### config.mk
export PLATFORM = sky130hd
export DESIGN_NAME = grid_wr_arbiter
export DESIGN_NICKNAME = d
export VERILOG_FILES = /design/src/rtl/grid_wr_arbiter_pkg.sv /design/src/rtl/grid_wr_arbiter_clear_sweeper.sv /design/src/rtl/grid_wr_arbiter.sv
export SDC_FILE = /design/constraint.sdc
export NUM_CORES = 1
export LEC_CHECK = 0
export ABC_AREA = 1
export BUFFER_PORTS_ARGS = -buffer_cell sky130_fd_sc_hd__buf_2
export CORE_MARGIN = 8
export CORE_UTILIZATION = 51
export CTS_BUF_LIST = sky130_fd_sc_hd__clkbuf_2 sky130_fd_sc_hd__clkbuf_4 sky130_fd_sc_hd__clkbuf_8
export DETAILED_ROUTE_END_ITERATION = 10
export PLACE_DENSITY = 0.87
export SLEW_MARGIN = 15
export SYNTH_ARGS = -nofsm -noshare
export SYNTH_HDL_FRONTEND = slang
export SYNTH_HIERARCHICAL = 1
export SYNTH_SLANG_ARGS = --single-unit
export TNS_END_PERCENT = 50
### constraint.sdc
create_clock -name clk -period 3.2 [get_ports clk]
set_input_delay 0.32 -clock clk [delete_from_list [all_inputs] [get_ports clk]]
set_output_delay 0.32 -clock clk [all_outputs]
set_load 0.03 [all_outputs]
### src/rtl/grid_wr_arbiter_pkg.sv
// Shared grid definitions for the grid write path: widths, clear value, last-cell
// index and the arbiter state encoding. Also imported by the grid RAM and mouse-path blocks.
package grid_wr_arbiter_pkg;

  localparam int unsigned         GRID_X_W         = 4;
  localparam int unsigned         GRID_Y_W         = 4;
  localparam int unsigned         GRID_V_W         = 5;
  localparam logic [GRID_V_W-1:0] GRID_CLEAR_VALUE = 5'd0;
  localparam logic [3:0]          GRID_LAST_CELL   = 4'd15;

  typedef enum logic [0:0] {
    ST_IDLE  = 1'b0,
    ST_CLEAR = 1'b1
  } arb_state_e;

endpackage

### src/rtl/grid_wr_arbiter_clear_sweeper.sv
// Nested x/y sweep counter for the full-grid clear. x is the inner index.
// While busy, the counter holds the cell currently on the grid bus; x_o/y_o give the next cell.
module grid_clear_sweeper
  import grid_wr_arbiter_pkg::*;
#(
  parameter int unsigned X_W = GRID_X_W,
  parameter int unsigned Y_W = GRID_Y_W
) (
  input  logic           clk,
  input  logic           rst_n,
  input  logic           start_i,
  output logic           busy_o,
  output logic [X_W-1:0] x_o,
  output logic [Y_W-1:0] y_o,
  output logic           last_o,
  output logic           next_last_o
);

  localparam logic [X_W-1:0] LAST_X = X_W'(GRID_LAST_CELL);
  localparam logic [Y_W-1:0] LAST_Y = Y_W'(GRID_LAST_CELL);
  localparam logic [X_W-1:0] ONE_X  = X_W'(1);
  localparam logic [Y_W-1:0] ONE_Y  = Y_W'(1);

  logic           busy_q, busy_d;
  logic [X_W-1:0] x_q, x_d;
  logic [Y_W-1:0] y_q, y_d;
  logic [X_W-1:0] x_inc_s;
  logic [Y_W-1:0] y_inc_s;
  logic           at_last_s;

  assign x_inc_s   = (x_q == LAST_X) ? '0 : x_q + ONE_X;
  assign y_inc_s   = (x_q == LAST_X) ? y_q + ONE_Y : y_q;
  assign at_last_s = (x_q == LAST_X) && (y_q == LAST_Y);

  // Next sweep position: step while busy, stop after the last cell, arm on start.
  always_comb begin
    busy_d = busy_q;
    x_d    = x_q;
    y_d    = y_q;
    if (busy_q) begin
      if (at_last_s) begin
        busy_d = 1'b0;
        x_d    = '0;
        y_d    = '0;
      end else begin
        x_d = x_inc_s;
        y_d = y_inc_s;
      end
    end else if (start_i) begin
      busy_d = 1'b1;
      x_d    = '0;
      y_d    = '0;
    end else begin
      busy_d = 1'b0;
    end
  end

  // Sweep state registers.
  always_ff @(posedge clk or negedge rst_n) begin
    if (!rst_n) begin
      busy_q <= 1'b0;
      x_q    <= '0;
      y_q    <= '0;
    end else begin
      busy_q <= busy_d;
      x_q    <= x_d;
      y_q    <= y_d;
    end
  end

  assign busy_o      = busy_q;
  assign x_o         = busy_q ? x_inc_s : '0;
  assign y_o         = busy_q ? y_inc_s : '0;
  assign last_o      = busy_q && at_last_s;
  assign next_last_o = (x_o == LAST_X) && (y_o == LAST_Y);

endmodule

### src/rtl/grid_wr_arbiter.sv
// Round-robin arbiter for the grid write port between the mouse path (port 1) and game logic
// (port 2). The full-grid clear sweep is compiled in only when GRID_ARB_CLEAR_EN is defined.
module grid_wr_arbiter
  import grid_wr_arbiter_pkg::*;
#(
  parameter int unsigned     X_W         = GRID_X_W,
  parameter int unsigned     Y_W         = GRID_Y_W,
  parameter int unsigned     V_W         = GRID_V_W,
  parameter logic [V_W-1:0]  CLEAR_VALUE = GRID_CLEAR_VALUE
) (
  input  logic           clk,
  input  logic           rst_n,
  input  logic           req_1,
  input  logic [X_W-1:0] cell_x_1,
  input  logic [Y_W-1:0] cell_y_1,
  input  logic [V_W-1:0] new_value_1,
  input  logic           req_2,
  input  logic [X_W-1:0] cell_x_2,
  input  logic [Y_W-1:0] cell_y_2,
  input  logic [V_W-1:0] new_value_2,
  output logic           ack_1,
  output logic           ack_2,
  output logic [X_W-1:0] cell_x_out,
  output logic [Y_W-1:0] cell_y_out,
  output logic           we_out,
  output logic [V_W-1:0] new_value_out,
  output logic           grant_sel,
  input  logic           clear_start,
  output logic           clear_busy,
  output logic           clear_done
);

  arb_state_e     state_q, state_d;
  logic           last_grant_q, last_grant_d;
  logic [X_W-1:0] x_q, x_d;
  logic [Y_W-1:0] y_q, y_d;
  logic [V_W-1:0] v_q, v_d;
  logic           we_q, we_d;
  logic           ack_1_q, ack_1_d;
  logic           ack_2_q, ack_2_d;
  logic           grant_q, grant_d;
  logic           busy_q, busy_d;
  logic           done_q, done_d;

  logic           elig_1_s, elig_2_s, win_2_s;
  logic           clear_req_s;
  logic           sw_start_s, sw_busy_s, sw_last_s, sw_next_last_s;
  logic [X_W-1:0] sw_x_s;
  logic [Y_W-1:0] sw_y_s;

`ifdef GRID_ARB_CLEAR_EN
  assign clear_req_s = clear_start;

  grid_clear_sweeper #(
    .X_W (X_W),
    .Y_W (Y_W)
  ) u_sweeper (
    .clk         (clk),
    .rst_n       (rst_n),
    .start_i     (sw_start_s),
    .busy_o      (sw_busy_s),
    .x_o         (sw_x_s),
    .y_o         (sw_y_s),
    .last_o      (sw_last_s),
    .next_last_o (sw_next_last_s)
  );

  logic unused_sweep_s;
  assign unused_sweep_s = sw_busy_s;
`else
  assign clear_req_s    = 1'b0;
  assign sw_busy_s      = 1'b0;
  assign sw_last_s      = 1'b0;
  assign sw_next_last_s = 1'b0;
  assign sw_x_s         = '0;
  assign sw_y_s         = '0;

  logic unused_clear_s;
  assign unused_clear_s = ^{clear_start, sw_start_s, sw_busy_s, CLEAR_VALUE};
`endif

  // A port being acked this cycle is masked so it cannot win twice in a row.
  assign elig_1_s = req_1 && !ack_1_q;
  assign elig_2_s = req_2 && !ack_2_q;
  assign win_2_s  = elig_2_s && (!elig_1_s || !last_grant_q);

  // Next state and next values of every registered output.
  always_comb begin
    state_d      = state_q;
    last_grant_d = last_grant_q;
    x_d          = x_q;
    y_d          = y_q;
    v_d          = v_q;
    we_d         = 1'b0;
    ack_1_d      = 1'b0;
    ack_2_d      = 1'b0;
    grant_d      = grant_q;
    busy_d       = 1'b0;
    done_d       = 1'b0;
    sw_start_s   = 1'b0;
    case (state_q)
      ST_IDLE: begin
        if (clear_req_s) begin
          state_d    = ST_CLEAR;
          sw_start_s = 1'b1;
          we_d       = 1'b1;
          x_d        = sw_x_s;
          y_d        = sw_y_s;
          v_d        = CLEAR_VALUE;
          busy_d     = 1'b1;
        end else if (elig_1_s || elig_2_s) begin
          we_d         = 1'b1;
          grant_d      = win_2_s;
          last_grant_d = win_2_s;
          if (win_2_s) begin
            x_d     = cell_x_2;
            y_d     = cell_y_2;
            v_d     = new_value_2;
            ack_2_d = 1'b1;
          end else begin
            x_d     = cell_x_1;
            y_d     = cell_y_1;
            v_d     = new_value_1;
            ack_1_d = 1'b1;
          end
        end else begin
          we_d = 1'b0;
        end
      end
      ST_CLEAR: begin
        // The last cell is already on the bus; leave without another write.
        if (sw_last_s) begin
          state_d = ST_IDLE;
        end else begin
          we_d   = 1'b1;
          x_d    = sw_x_s;
          y_d    = sw_y_s;
          v_d    = CLEAR_VALUE;
          busy_d = 1'b1;
          done_d = sw_next_last_s;
        end
      end
      default: begin
        state_d = ST_IDLE;
      end
    endcase
  end

  // State and output registers; last_grant resets to port 2 so port 1 wins the first tie.
  always_ff @(posedge clk or negedge rst_n) begin
    if (!rst_n) begin
      state_q      <= ST_IDLE;
      last_grant_q <= 1'b1;
      x_q          <= '0;
      y_q          <= '0;
      v_q          <= '0;
      we_q         <= 1'b0;
      ack_1_q      <= 1'b0;
      ack_2_q      <= 1'b0;
      grant_q      <= 1'b0;
      busy_q       <= 1'b0;
      done_q       <= 1'b0;
    end else begin
      state_q      <= state_d;
      last_grant_q <= last_grant_d;
      x_q          <= x_d;
      y_q          <= y_d;
      v_q          <= v_d;
      we_q         <= we_d;
      ack_1_q      <= ack_1_d;
      ack_2_q      <= ack_2_d;
      grant_q      <= grant_d;
      busy_q       <= busy_d;
      done_q       <= done_d;
    end
  end

  assign cell_x_out    = x_q;
  assign cell_y_out    = y_q;
  assign new_value_out = v_q;
  assign we_out        = we_q;
  assign ack_1         = ack_1_q;
  assign ack_2         = ack_2_q;
  assign grant_sel     = grant_q;
  assign clear_busy    = busy_q;
  assign clear_done    = done_q;

endmodule

# == After elaboration in Yosys (flattened, before gate mapping) ==
# Cells that the tools add are included.
# classes
addsub,0
mul,0
n_div,0
n_lt_le_gt_ge,0
eq_ne,1
n_shift,0
n_mux,18
bitwise_logic,1
reduce_logical,10
# ops
cell,n
$mux W4,4
$pmux W4 S2,2
$mux W5,2
$pmux W5 S2,1
$mux W1,7
$logic_not A1 Y1,4
$pmux W1 S2,2
$logic_and A1 B1 Y1,3
$logic_or A1 B1 Y1,2
$ne A2 B2 Y1 const B,1
$reduce_and A2 Y1,1
$not A1 Y1,1
# word_totals
ff_bits,19
latch_bits,0
ram_bits,0
romBits,0
in_bits,31
n_memories,0

# == Depth between registers and ports, before layout ==
# Gate-level depths: netlist of run 1.
# depth
ltp_word,8
depth_mapped,7

# == Worst setup path before layout of run 1 ==
# OpenSTA, ideal clock, no wires.
# synth_path
path_kind,register to register
start,reg ack_1_q (netlist: ack_1)
end,reg x_q[0] (netlist: cell_x_out[0])
setup_time_ns,0.115
arrival_ns,1.132
t_required_ns,3.085
path_slack_ns,1.953
stages_incl_launch_ff,8
path_buffers,1
cell_sequence,dfrtp_1 -> inv_1 -> nand3_2 -> buf_2 -> nand3_1 -> nand2_1 -> inv_1 -> nand2_2
# synth_between
elab_chain_len,8
# synth_lines
item,line_no,rtl
start: declaration,grid_wr_arbiter.sv:39,"logic ack_1_q, ack_1_d;"
start signal: assignment,grid_wr_arbiter.sv:170,ack_1_q <= ack_1_d;
$logic_not A1 Y1 (*),grid_wr_arbiter.sv:83,assign elig_1_s = req_1 && !ack_1_q;
$logic_and A1 B1 Y1 (*),grid_wr_arbiter.sv:83,
$logic_not A1 Y1,grid_wr_arbiter.sv:85,assign win_2_s = elig_2_s && (!elig_1_s || !last_grant_q);
$logic_or A1 B1 Y1,grid_wr_arbiter.sv:85,
$logic_and A1 B1 Y1,grid_wr_arbiter.sv:85,
$mux W4,grid_wr_arbiter.sv:115,if (win_2_s) begin
$mux W4,grid_wr_arbiter.sv:111,end else if (elig_1_s || elig_2_s) begin
$pmux W4 S2,grid_wr_arbiter.sv:101,case (state_q)
end signal: assignment,grid_wr_arbiter.sv:154,x_q <= '0;
end signal: assignment,grid_wr_arbiter.sv:166,x_q <= x_d;
end: declaration,grid_wr_arbiter.sv:35,"logic [X_W-1:0] x_q, x_d;"
# Mark *: on every way between the ends. The rest lies on a longest branch, timed or not. The select of a mux whose other input is x is not followed.
# A chain may end at the register's enable or synchronous reset.

# == Final worst setup path of run 1 ==
# layout_path
start,reg last_grant_q
end,reg ack_1_q (netlist: ack_1)
# layout_between
elab_chain_len,6
# layout_lines
item,line_no,rtl
start: declaration,grid_wr_arbiter.sv:34,"logic last_grant_q, last_grant_d;"
start signal: assignment,grid_wr_arbiter.sv:165,last_grant_q <= last_grant_d;
$logic_not A1 Y1,grid_wr_arbiter.sv:85,
$logic_or A1 B1 Y1,grid_wr_arbiter.sv:85,
$logic_and A1 B1 Y1,grid_wr_arbiter.sv:85,
$mux W1,grid_wr_arbiter.sv:115,
$mux W1,grid_wr_arbiter.sv:111,
$mux W1,grid_wr_arbiter.sv:101,
named net ack_1_d,grid_wr_arbiter.sv:39,
# The timed path passes the listed nets, and every way through them passes these cells.

==> key figures, run 1 <==
Critical path
  • Reg2reg end: ack_1$_DFF_PN0_
  • CP Data Required Time: roughly 3400 ps
  • R2r setup slk: 1650 ps
  • Worst Setup EP: ack_1$_DFF_PN0_
  • Startpoint type of the worst setup path: flop
  • Worst path bufs/invs: 1
  • Crit path largest cell delay: ~550 ps
  • Critical Path End Type: flop
  • Critical path class: reg2reg
  • FF-to-FF path depth: 4
  • CP Max Fanout: 15
  • Crit path DAT: ~1800 ps
  • Critical path's slowest cell: dfstp_2
  • CP top delay family: simple AND/OR/NAND/NOR gates
  • Cell Chain, Critical Path: nand3_2 > nand2_2 > inv_1 > a21oi_1
  • Stages on worst setup path: 4
  • R2r startpoint: last_grant_q$_DFFE_PN1N_
  • Critical Path Source: last_grant_q$_DFFE_PN1N_

Floorplanning
  • Die ar.: 3779 µm²
  • I/O Pins: 50
  • Rows: 16
  • Initial Util: a little over half
  • Die Y: ~61 µm
  • Die Width: approximately 61 µm
  • Core ar.: approximately 2000 µm²

Clocking
  • CTS resizes: 0
  • H-tree Lvls: 1
  • CTS tree: built
  • Maximum root-to-sink buffer count: 2
  • Clock root buffer master: clkbuf_4
  • CTS clk-pin slew, worst paths: between 100 and 150 ps
  • Skew-Pair Late Insertion Delay: about 290 ps
  • Sink Count: 18
  • TritonCTS buffer count: 3

Detailed routing
  • Routed vias/inst: 4.916
  • Via count: 939
  • Final WL: ~2.5 mm
  • Routed Antenna Nets: 0
  • Initial DRT Pass Iterations: 4
  • Initial DRC count: 18
  • WL per Instance: between 10 and 15 µm
  • DRC: 0

Synth
  • Mapped Cells: between 100 and 150
  • Fraction of the mapped netlist area in adder cells: 0%
  • Post-synth cell types: 17
  • Compound-cell area share of the yosys netlist: less than 1%
  • Register area share after synthesis: between 40 and 50%
  • Simple-gate share of the synthesized area: a little over two fifths
  • #FFs+latches synth: 18
  • Largest family of logic cells by synthesized area: simple AND/OR/NAND/NOR gates
  • Synth Area in XOR/XNOR: 0%
  • Post-Syn Area per Cell: roughly 9 µm²
  • Cell Area, Synth: ~1100 µm²
  • Post-synthesis mux area share: 0%
  • Synth Warn #: 6

STA
  • Crit path time final: about 1500 ps
  • Tcrit/Tclk final: about half
  • Final Max Tran Viols: 0
  • RSZ-0062 raised after global routing: no
  • Setup Skew: 8.644 ps
  • Setup TNS: 0 ps
  • Final hold vios: 0
  • Final worst setup slack: 1655 ps
  • Fmax: 647.2 MHz
  • Setup violations, final: 0

Place
  • Port Buffer Count: 46
  • Dpl ws: approximately 1700 ps
  • DP HPWL: around 1.9 mm
  • Placed cell areas: ~1200 µm²
  • Routability cong.: between 0.7 and 0.8

Pwr
  • Internal Power: approximately 0.00048 W
  • Power Dens Cells: a little under 700 nW/µm²
  • Leak pwr: 0.7443 nW
  • Sequential Power Share: 37.8%
  • Switching pwr: 0.0003909 W
  • Worst vdd ir: roughly 0.38 mV
  • Switch share: ~45%
  • Clock Power Share: 16.0%
  • Logic pwr share: a little under half

Global routing
  • Initial antenna violation count: 0
  • Gr usage total: a little over an eighth
  • Number of global-route vias before repair: 941
  • GR Overflow Total: 0
  • Largest net degree at the start of global routing: 19
  • First-pass GRT wire length: a little under 4 mm

Cells and area
  • Highest-count cells in the layout ignoring fill and taps: buf_2, nand3_1, nand2_1
  • Fin nets: just under 200
  • Fill count: 187
  • Diodes inserted: 0
  • Post-layout util: ~66%
  • Synth-to-Final Area Change: 22.54%
  • Most common cell after layout, fill and taps aside: buf_2
  • Share of layout cells above drive strength 1: 46.95%
  • Finished Cell Area: 1292 µm²

Hold path
  • Worst Hold Class: in2reg
  • Hold depth: 3

Job
  • Max-cap viol count: 0

Outcome
  • Status: finished, final reports clean
## worst reg2reg max path, cell delays in order (launching register included)
cell	delay (ps)
dfstp_2	550
nand3_2	270
nand2_2	420
inv_1	100
a21oi_1	140
## how the worst min path moves through the flow
stage	end	startpoint	slack [ps]
global route	new_value_out[4]$_DFFE_PN0N_	new_value_1[4]	250
CTS	new_value_out[4]$_DFFE_PN0N_	new_value_1[4]	250
floorplan	ack_1$_DFF_PN0_	rst_n	20
finish	new_value_out[4]$_DFFE_PN0N_	new_value_1[4]	250
global placement	we_out$_DFF_PN0_	rst_n	260
detailed placement	we_out$_DFF_PN0_	rst_n	270
## metrics by stage
stage	cells	hold slack [ps]	power (W)
detailed placement	186	267.1	0.0007453
global placement	186	261.7	0.0007307
floorplan	121	24.41	0.0006427
global route	191	247.6	0.0009293
CTS	191	246.6	0.0008850
finish	191	245.9	0.0008749
## sequential cells by signal, summed over array words and instances, names as in the netlist
name / count
cell_y_out: 4
new_value_out: 5
grant_sel: 1
we_out: 1
cell_x_out: 4
ack_2: 1
ack_1: 1
last_grant_q: 1
## metal layers
metal / GRT usage [%] / share of wire, %
met1: 14.95 / 38
met2: 23.73 / 53
met3: 2.714 / 6.0
met4: 6.494 / 2.6
met5: 0 / 0
## logic make-up after synthesis
group	Yosys count
other	1
buffers and inverters	26
AND/OR/NAND/NOR	73
flip-flops	18
AO/OA/AOI/OAI	2
## repair_timing
| action | CTS | global route |
|---|---|---|
| hold buffers | 1 | 0 |
| endpoints found under the hold margin | 17 | 0 |
| buffers inserted | 0 | 0 |
## power groups by stage
stage	Clock [W]	Combinational (W)	Sequential (W)
after CTS	0.000142	0.000410	0.000332
after detailed placement	0	0.000408	0.000337
final	0.000140	0.000404	0.000331
after global routing	0.000150	0.000441	0.000338
after floorplan	0	0.000189	0.000453
after global placement	0	0.000401	0.000330
## layout make-up
class                   count  area [µm²]  share of cell area, %
well taps                  27       33.78                  2.614
repair buffers             47       240.2                  18.59
multi-input cells          77       462.9                  35.82
flip-flops and latches     18       451.7                  34.95
clock buffers               4       36.28                  2.807
inverters                  18       67.56                  5.227
## Yosys cell counts
master | count | area, µm²
nand3_1 | 27 | 135.1
nand2_1 | 22 | 82.58
dfrtp_1 | 17 | 425.4
inv_1 | 16 | 60.06
nand3_2 | 13 | 130.1
nand2_2 | 7 | 43.79
buf_4 | 3 | 22.52
buf_6 | 3 | 33.78
nand2_4 | 3 | 33.78
inv_2 | 2 | 7.510
a21oi_1 | 1 | 5.000
buf_2 | 1 | 5.000
buf_8 | 1 | 15.01
conb_1 | 1 | 3.750
dfstp_2 | 1 | 26.28
nor2_8 | 1 | 20.02
o21ai_0 | 1 | 5.000
(Power assumes the default switching activity.)
==> inputs of run 2 (changes only) <==
--- a/config.mk
+++ b/config.mk
@@ -8,10 +8,10 @@
 export ABC_AREA = 1
 export BUFFER_PORTS_ARGS = -buffer_cell sky130_fd_sc_hd__buf_2
 export CORE_MARGIN = 8
-export CORE_UTILIZATION = 51
+export CORE_UTILIZATION = 47
 export CTS_BUF_LIST = sky130_fd_sc_hd__clkbuf_2 sky130_fd_sc_hd__clkbuf_4 sky130_fd_sc_hd__clkbuf_8
 export DETAILED_ROUTE_END_ITERATION = 10
-export PLACE_DENSITY = 0.87
+export PLACE_DENSITY = 0.81
 export SLEW_MARGIN = 15
 export SYNTH_ARGS = -nofsm -noshare
 export SYNTH_HDL_FRONTEND = slang
==> constraint.sdc (replaced) <==
create_clock -name clk -period 1.51 [get_ports clk]
set_input_delay 0.151 -clock clk [delete_from_list [all_inputs] [get_ports clk]]
set_output_delay 0.151 -clock clk [all_outputs]
set_load 0.03 [all_outputs]
==> key figures, run 2 (synthesized netlist as in run 1, its figures left out) <==
Critical path
  • R2r startpoint: ack_2$_DFF_PN0_ (was last_grant_q$_DFFE_PN1N_)
  • Critical path class: reg2reg (unchanged)
  • Critical Path End Type: flop (unchanged)
  • Startpoint type of the worst setup path: flop (unchanged)
  • CP Data Required Time: 1710 ps (was 3420 ps)
  • CP Max Fanout: 15 (unchanged)
  • Crit path DAT: 1560 ps (was 1770 ps)
  • Critical Path Source: ack_2$_DFF_PN0_ (was last_grant_q$_DFFE_PN1N_)

STA
  • Final Max Tran Viols: 0 (unchanged)
  • Crit path time final: 1367 ps (was 1545 ps)
  • Setup Skew: 0.8913 ps (was 8.644 ps)
  • Setup violations, final: 0 (unchanged)
  • RSZ-0062 raised after global routing: no (unchanged)
  • Tcrit/Tclk final: 90.54% (was 48.29%)
  • Setup TNS: 0 ps (unchanged)
  • Fmax: 731.4 MHz (was 647.2 MHz)
  • Final hold vios: 0 (unchanged)

Cells and area
  • Most common cell after layout, fill and taps aside: buf_2 (unchanged)
  • Synth-to-Final Area Change: 22.78% (was 22.54%)
  • Share of layout cells above drive strength 1: 47.27% (was 46.95%)
  • Max FFs per register: 5 (unchanged)
  • Fin nets: 197 (was 196)
  • Post-layout util: 59.69% (was 65.88%)
  • Fill count: 206 (was 187)
  • Diodes inserted: 0 (unchanged)
  • Highest-count cells in the layout ignoring fill and taps: buf_2, nand3_1, nand2_1 (unchanged)

Pwr
  • Worst vdd ir: 0.8895 mV (was 0.3828 mV)
  • Switch share: 45.23% (was 44.68%)
  • Clock Power Share: 14.9% (was 16.0%)
  • Internal Power: 0.001007 W (was 0.0004840 W)
  • Leak pwr: 0.7461 nW (was 0.7443 nW)
  • Switching pwr: 0.0008314 W (was 0.0003909 W)
  • Power Dens Cells: 1420 nW/µm² (was 676.9 nW/µm²)
  • Sequential Power Share: 38.0% (was 37.8%)
  • Logic pwr share: 47.1% (was 46.1%)

Outcome
  • Status: finished, final reports clean (unchanged)

Floorplanning
  • Die Width: 63.37 µm (was 61.48 µm)
  • I/O Pins: 50 (unchanged)
  • Core ar.: 2170 µm² (was 1962 µm²)
  • Initial Util: 48.62% (was 53.76%)
  • Die ar.: 4016 µm² (was 3779 µm²)
  • Die Y: 63.37 µm (was 61.48 µm)
  • Rows: 17 (was 16)

Clocking
  • CTS clk-pin slew, worst paths: 100 ps (was 110 ps)
  • H-tree Lvls: 1 (unchanged)
  • CTS resizes: 0 (unchanged)
  • Clock root buffer master: clkbuf_4 (unchanged)
  • Skew-Pair Late Insertion Delay: 300 ps (was 290 ps)
  • Maximum root-to-sink buffer count: 2 (unchanged)
  • Sink Count: 18 (unchanged)
  • TritonCTS buffer count: 3 (unchanged)
  • CTS tree: built (unchanged)

Global routing
  • Initial antenna violation count: 0 (unchanged)
  • First-pass GRT wire length: 4.146 mm (was 3.843 mm)
  • Gr usage total: 12.35% (was 13.44%)
  • Largest net degree at the start of global routing: 19 (unchanged)
  • Number of global-route vias before repair: 971 (was 941)
  • GR Overflow Total: 0 (unchanged)

Detailed routing
  • DRC: 0 (unchanged)
  • Via count: 925 (was 939)
  • WL per Instance: 13.28 µm (was 13.24 µm)
  • Initial DRC count: 17 (was 18)
  • Initial DRT Pass Iterations: 5 (was 4)
  • Final WL: 2.563 mm (was 2.528 mm)
  • Routed vias/inst: 4.793 (was 4.916)
  • Routed Antenna Nets: 0 (unchanged)

Hold path
  • Worst Hold Class: in2reg (unchanged)
  • Min-delay src: cell_x_1[3] (was new_value_1[4])

Place
  • Routability cong.: 0.6996 (was 0.7012)
  • Port Buffer Count: 46 (unchanged)
  • DP HPWL: 1.893 mm (was 1.948 mm)

Job
  • Max-cap viol count: 0 (unchanged)
==> run 2: cell types whose count changed in the layout (fill, tap and decap cells not counted) <==
cell | previous run | this run
clkbuf_8 | 1 | 0
clkbuf_4 | 3 | 4
buf_4 | 0 | 1
==> run 2: power by group through the flow <==
stage / registers, W / clock network (W) / logic [W]
after global routing: 0.000713 / 0.000295 / 0.000944
after floorplan: 0.000961 / 0 / 0.000401
after global placement: 0.000704 / 0 / 0.000858
after detailed placement: 0.000708 / 0 / 0.000874
final: 0.000699 / 0.000273 / 0.000867
after CTS: 0.000700 / 0.000276 / 0.000878
==> run 2: repair_timing <==
action | in CTS | in global routing
hold buffers | 1 | 0
hold endpoints to repair | 17 | 0
buffers inserted | 0 | 0
==> run 2: layer usage <==
metal | vias to the layer above | share of wire (%) | GRT usage, %
met1 | 426 | 43 | 14.08
met5 | - | 0 | 0
met3 | 4 | 4.9 | 2.473
met4 | 0 | 1.9 | 6.964
met2 | 29 | 50 | 20.91
li1 | 466 | - | -
==> run 2: critical path, stage by stage (launching register included) <==
cell	delay [ps]
dfrtp_1	470
nor2_8	260
nand2_2	290
nand3_1	160
nand2_1	70
==> run 2: stage by stage <==
step | hold WS [ps] | power [W] | instances | setup WS [ps] | area, µm²
after floorplan | -144.6 | 0.001362 | 121 | 263.0 | 1059
after global placement | 96.96 | 0.001562 | 188 | 197.8 | 1255
after detailed placement | 104.2 | 0.001581 | 188 | 172.3 | 1255
after CTS | 78.56 | 0.001855 | 193 | 147.2 | 1295
after global routing | 75.39 | 0.001952 | 193 | 66.06 | 1295
final | 79.04 | 0.001838 | 193 | 142.8 | 1295
==> run 2: layout make-up <==
cell class | count | area (µm²) | share of cell area [%]
Tap cell | 28 | 35.03 | 2.705
Timing Repair Buffer | 48 | 247.7 | 19.13
Multi-Input combinational cell | 77 | 462.9 | 35.75
Sequential cell | 18 | 451.7 | 34.88
Inverter | 18 | 67.56 | 5.217
Clock buffer | 4 | 30.03 | 2.319
==> run 2: path summary, 6_finish.rpt <==
check | end | slack (ps) | cells past startpoint
max in group asynchronous | last_grant_q$_DFFE_PN1N_ | 890 | 2
hold / removal | cell_x_out[3]$_DFFE_PN0N_ | 80 | 3
setup / recovery | cell_x_out[1]$_DFFE_PN0N_ | 140 | 4
hold reg to reg | grant_sel$_DFFE_PN0N_ | 510 | 2
min in group asynchronous | new_value_out[0]$_DFFE_PN0N_ | 300 | 2
setup reg to reg | cell_x_out[1]$_DFFE_PN0N_ | 140 | 4
==> inputs of run 3 (changes only) <==
--- a/config.mk
+++ b/config.mk
@@ -8,10 +8,9 @@
 export ABC_AREA = 1
 export BUFFER_PORTS_ARGS = -buffer_cell sky130_fd_sc_hd__buf_2
 export CORE_MARGIN = 8
-export CORE_UTILIZATION = 47
+export CORE_UTILIZATION = 35
 export CTS_BUF_LIST = sky130_fd_sc_hd__clkbuf_2 sky130_fd_sc_hd__clkbuf_4 sky130_fd_sc_hd__clkbuf_8
 export DETAILED_ROUTE_END_ITERATION = 10
-export PLACE_DENSITY = 0.81
 export SLEW_MARGIN = 15
 export SYNTH_ARGS = -nofsm -noshare
 export SYNTH_HDL_FRONTEND = slang
==> key figures, run 3 (synthesized netlist as in run 1, its figures left out) <==
Outcome
  • Status: finished, final reports clean (unchanged)

Pwr
  • Sequential Power Share: 37.5% (was 38.0%)
  • Power Dens Cells: 1438 nW/µm² (was 1420 nW/µm²)
  • Leak pwr: 0.7487 nW (was 0.7461 nW)
  • Switching pwr: 0.0008475 W (was 0.0008314 W)
  • Clock Power Share: 16.3% (was 14.9%)
  • Logic pwr share: 46.3% (was 47.1%)
  • Internal Power: 0.001033 W (was 0.001007 W)
  • Worst vdd ir: 0.6864 mV (was 0.8895 mV)
  • Final Power: 0.001881 W (was 0.001838 W)
  • Switch share: 45.06% (was 45.23%)

Job
  • Max-cap viol count: 0 (unchanged)

Detailed routing
  • Initial DRC count: 37 (was 17)
  • Final WL: 2.801 mm (was 2.563 mm)
  • Routed Antenna Nets: 0 (unchanged)
  • Via count: 943 (was 925)
  • DRC: 0 (unchanged)
  • Routed vias/inst: 4.763 (was 4.793)
  • WL per Instance: 14.15 µm (was 13.28 µm)
  • Initial DRT Pass Iterations: 3 (was 5)

Critical path
  • Critical path class: reg2reg (unchanged)
  • CP Max Fanout: 15 (unchanged)
  • Startpoint type of the worst setup path: flop (unchanged)
  • CP Data Required Time: 1690 ps (was 1710 ps)
  • Crit path DAT: 1540 ps (was 1560 ps)
  • Critical Path End Type: flop (unchanged)

Floorplanning
  • Initial Util: 35.72% (was 48.62%)
  • Core ar.: 2953 µm² (was 2170 µm²)
  • Die Width: 70.90 µm (was 63.37 µm)
  • Rows: 20 (was 17)
  • Die Y: 70.90 µm (was 63.37 µm)
  • Die ar.: 5026 µm² (was 4016 µm²)
  • I/O Pins: 50 (unchanged)

Global routing
  • Number of global-route vias before repair: 1000 (was 971)
  • Largest net degree at the start of global routing: 19 (unchanged)
  • Initial antenna violation count: 0 (unchanged)
  • GR Overflow Total: 0 (unchanged)
  • Gr usage total: 11.67% (was 12.35%)
  • First-pass GRT wire length: 4.754 mm (was 4.146 mm)

Clocking
  • Skew-Pair Late Insertion Delay: 300 ps (about the same)
  • H-tree Lvls: 1 (unchanged)
  • Sink Count: 18 (unchanged)
  • Post-CTS Repair Setup Buffers: 0 (unchanged)
  • CTS clk-pin slew, worst paths: 110 ps (was 100 ps)
  • CTS tree: built (unchanged)
  • Clock root buffer master: clkbuf_4 (unchanged)
  • CTS resizes: 0 (unchanged)
  • Maximum root-to-sink buffer count: 2 (unchanged)
  • TritonCTS buffer count: 3 (unchanged)

Cells and area
  • Fin nets: 197 (unchanged)
  • Share of layout cells above drive strength 1: 47.27% (unchanged)
  • Diodes inserted: 0 (unchanged)
  • Most common cell after layout, fill and taps aside: buf_2 (unchanged)
  • Max FFs per register: 5 (unchanged)
  • Highest-count cells in the layout ignoring fill and taps: buf_2, nand3_1, nand2_1 (unchanged)
  • Fill count: 312 (was 206)
  • Synth-to-Final Area Change: 23.96% (was 22.78%)

STA
  • Final Max Tran Viols: 0 (unchanged)
  • Setup TNS: 0 ps (unchanged)
  • RSZ-0062 raised after global routing: no (unchanged)
  • Setup violations, final: 0 (unchanged)
  • Fmax: 734.5 MHz (was 731.4 MHz)
  • Setup Skew: 1.040 ps (was 0.8913 ps)
  • Crit path time final: 1361 ps (was 1367 ps)
  • Final hold vios: 0 (unchanged)
  • Tcrit/Tclk final: 90.16% (was 90.54%)

Hold path
  • Worst Hold Class: in2reg (unchanged)

Place
  • Routability cong.: 0.7135 (was 0.6996)
  • DP HPWL: 2.003 mm (was 1.893 mm)
  • Port Buffer Count: 46 (unchanged)
## run 3: cell count changes in the layout (fill, tap and decap cells not counted)
cell      change
clkbuf_8      +1
clkbuf_4      -1
## run 3: worst paths after layout
kind	from	to	slack, ps	cells after the start
worst min-delay path	cell_y_1[2]	cell_y_out[2]$_DFFE_PN0N_	80	3
min in group asynchronous	rst_n	ack_1$_DFF_PN0_	310	2
worst min register to register	grant_sel$_DFFE_PN0N_	grant_sel$_DFFE_PN0N_	500	2
worst max-delay path	ack_2$_DFF_PN0_	ack_1$_DFF_PN0_	150	4
worst max register to register	ack_2$_DFF_PN0_	ack_1$_DFF_PN0_	150	4
max in group asynchronous	rst_n	last_grant_q$_DFFE_PN1N_	860	2
## run 3: timing repair
action | 4_1_cts | 5_1_grt
setup endpoints to repair | 0 | 0
hold buffers | 1 | 0
endpoints found under the hold margin | 17 | 0
## run 3: power by group through the flow
stage	registers (W)	logic, W	clock network (W)
6_report	0.000705	0.000870	0.000306
5_1_grt	0.000720	0.000958	0.000340
4_1_cts	0.000706	0.000884	0.000321
3_5_place_dp	0.000715	0.000880	0
3_3_place_gp	0.000709	0.000869	0
2_1_floorplan	0.000961	0.000401	0
## run 3: metrics by stage
step           hold slack (ps)  setup WS (ps)  util (%)  instance area, µm²  std cells
5_1_grt                  61.88          13.85     44.28                1308        198
3_3_place_gp             107.4          163.8     42.71                1261        193
6_report                 78.61          148.5     44.28                1308        198
3_5_place_dp             115.8          128.4     42.71                1261        193
4_1_cts                  73.22          104.3     44.28                1308        198
2_1_floorplan           -144.6          263.0         -                1059        121
## run 3: metal layers
| layer | vias up | track usage (%) | wire length (µm) |
|---|---|---|---|
| met3 | 2 | 6.073 | 253 |
| met1 | 440 | 13.84 | 1235 |
| li1 | 464 | - | - |
| met5 | - | 0 | 0 |
| met2 | 37 | 18.43 | 1299 |
| met4 | 0 | 2.079 | 14 |
## run 3: final cells by class
cell class	count	area (µm²)	area share (%)
Inverter	18	67.56	5.167
Sequential cell	18	451.7	34.55
Timing Repair Buffer	48	247.7	18.95
Tap cell	33	41.29	3.158
Multi-Input combinational cell	77	462.9	35.41
Clock buffer	4	36.28	2.775
## run 3: critical path: stages (launching register included)
cell and delay (ps):
dfrtp_1 480, nor2_8 260, nand2_2 300, inv_1 160, a21oi_1 60
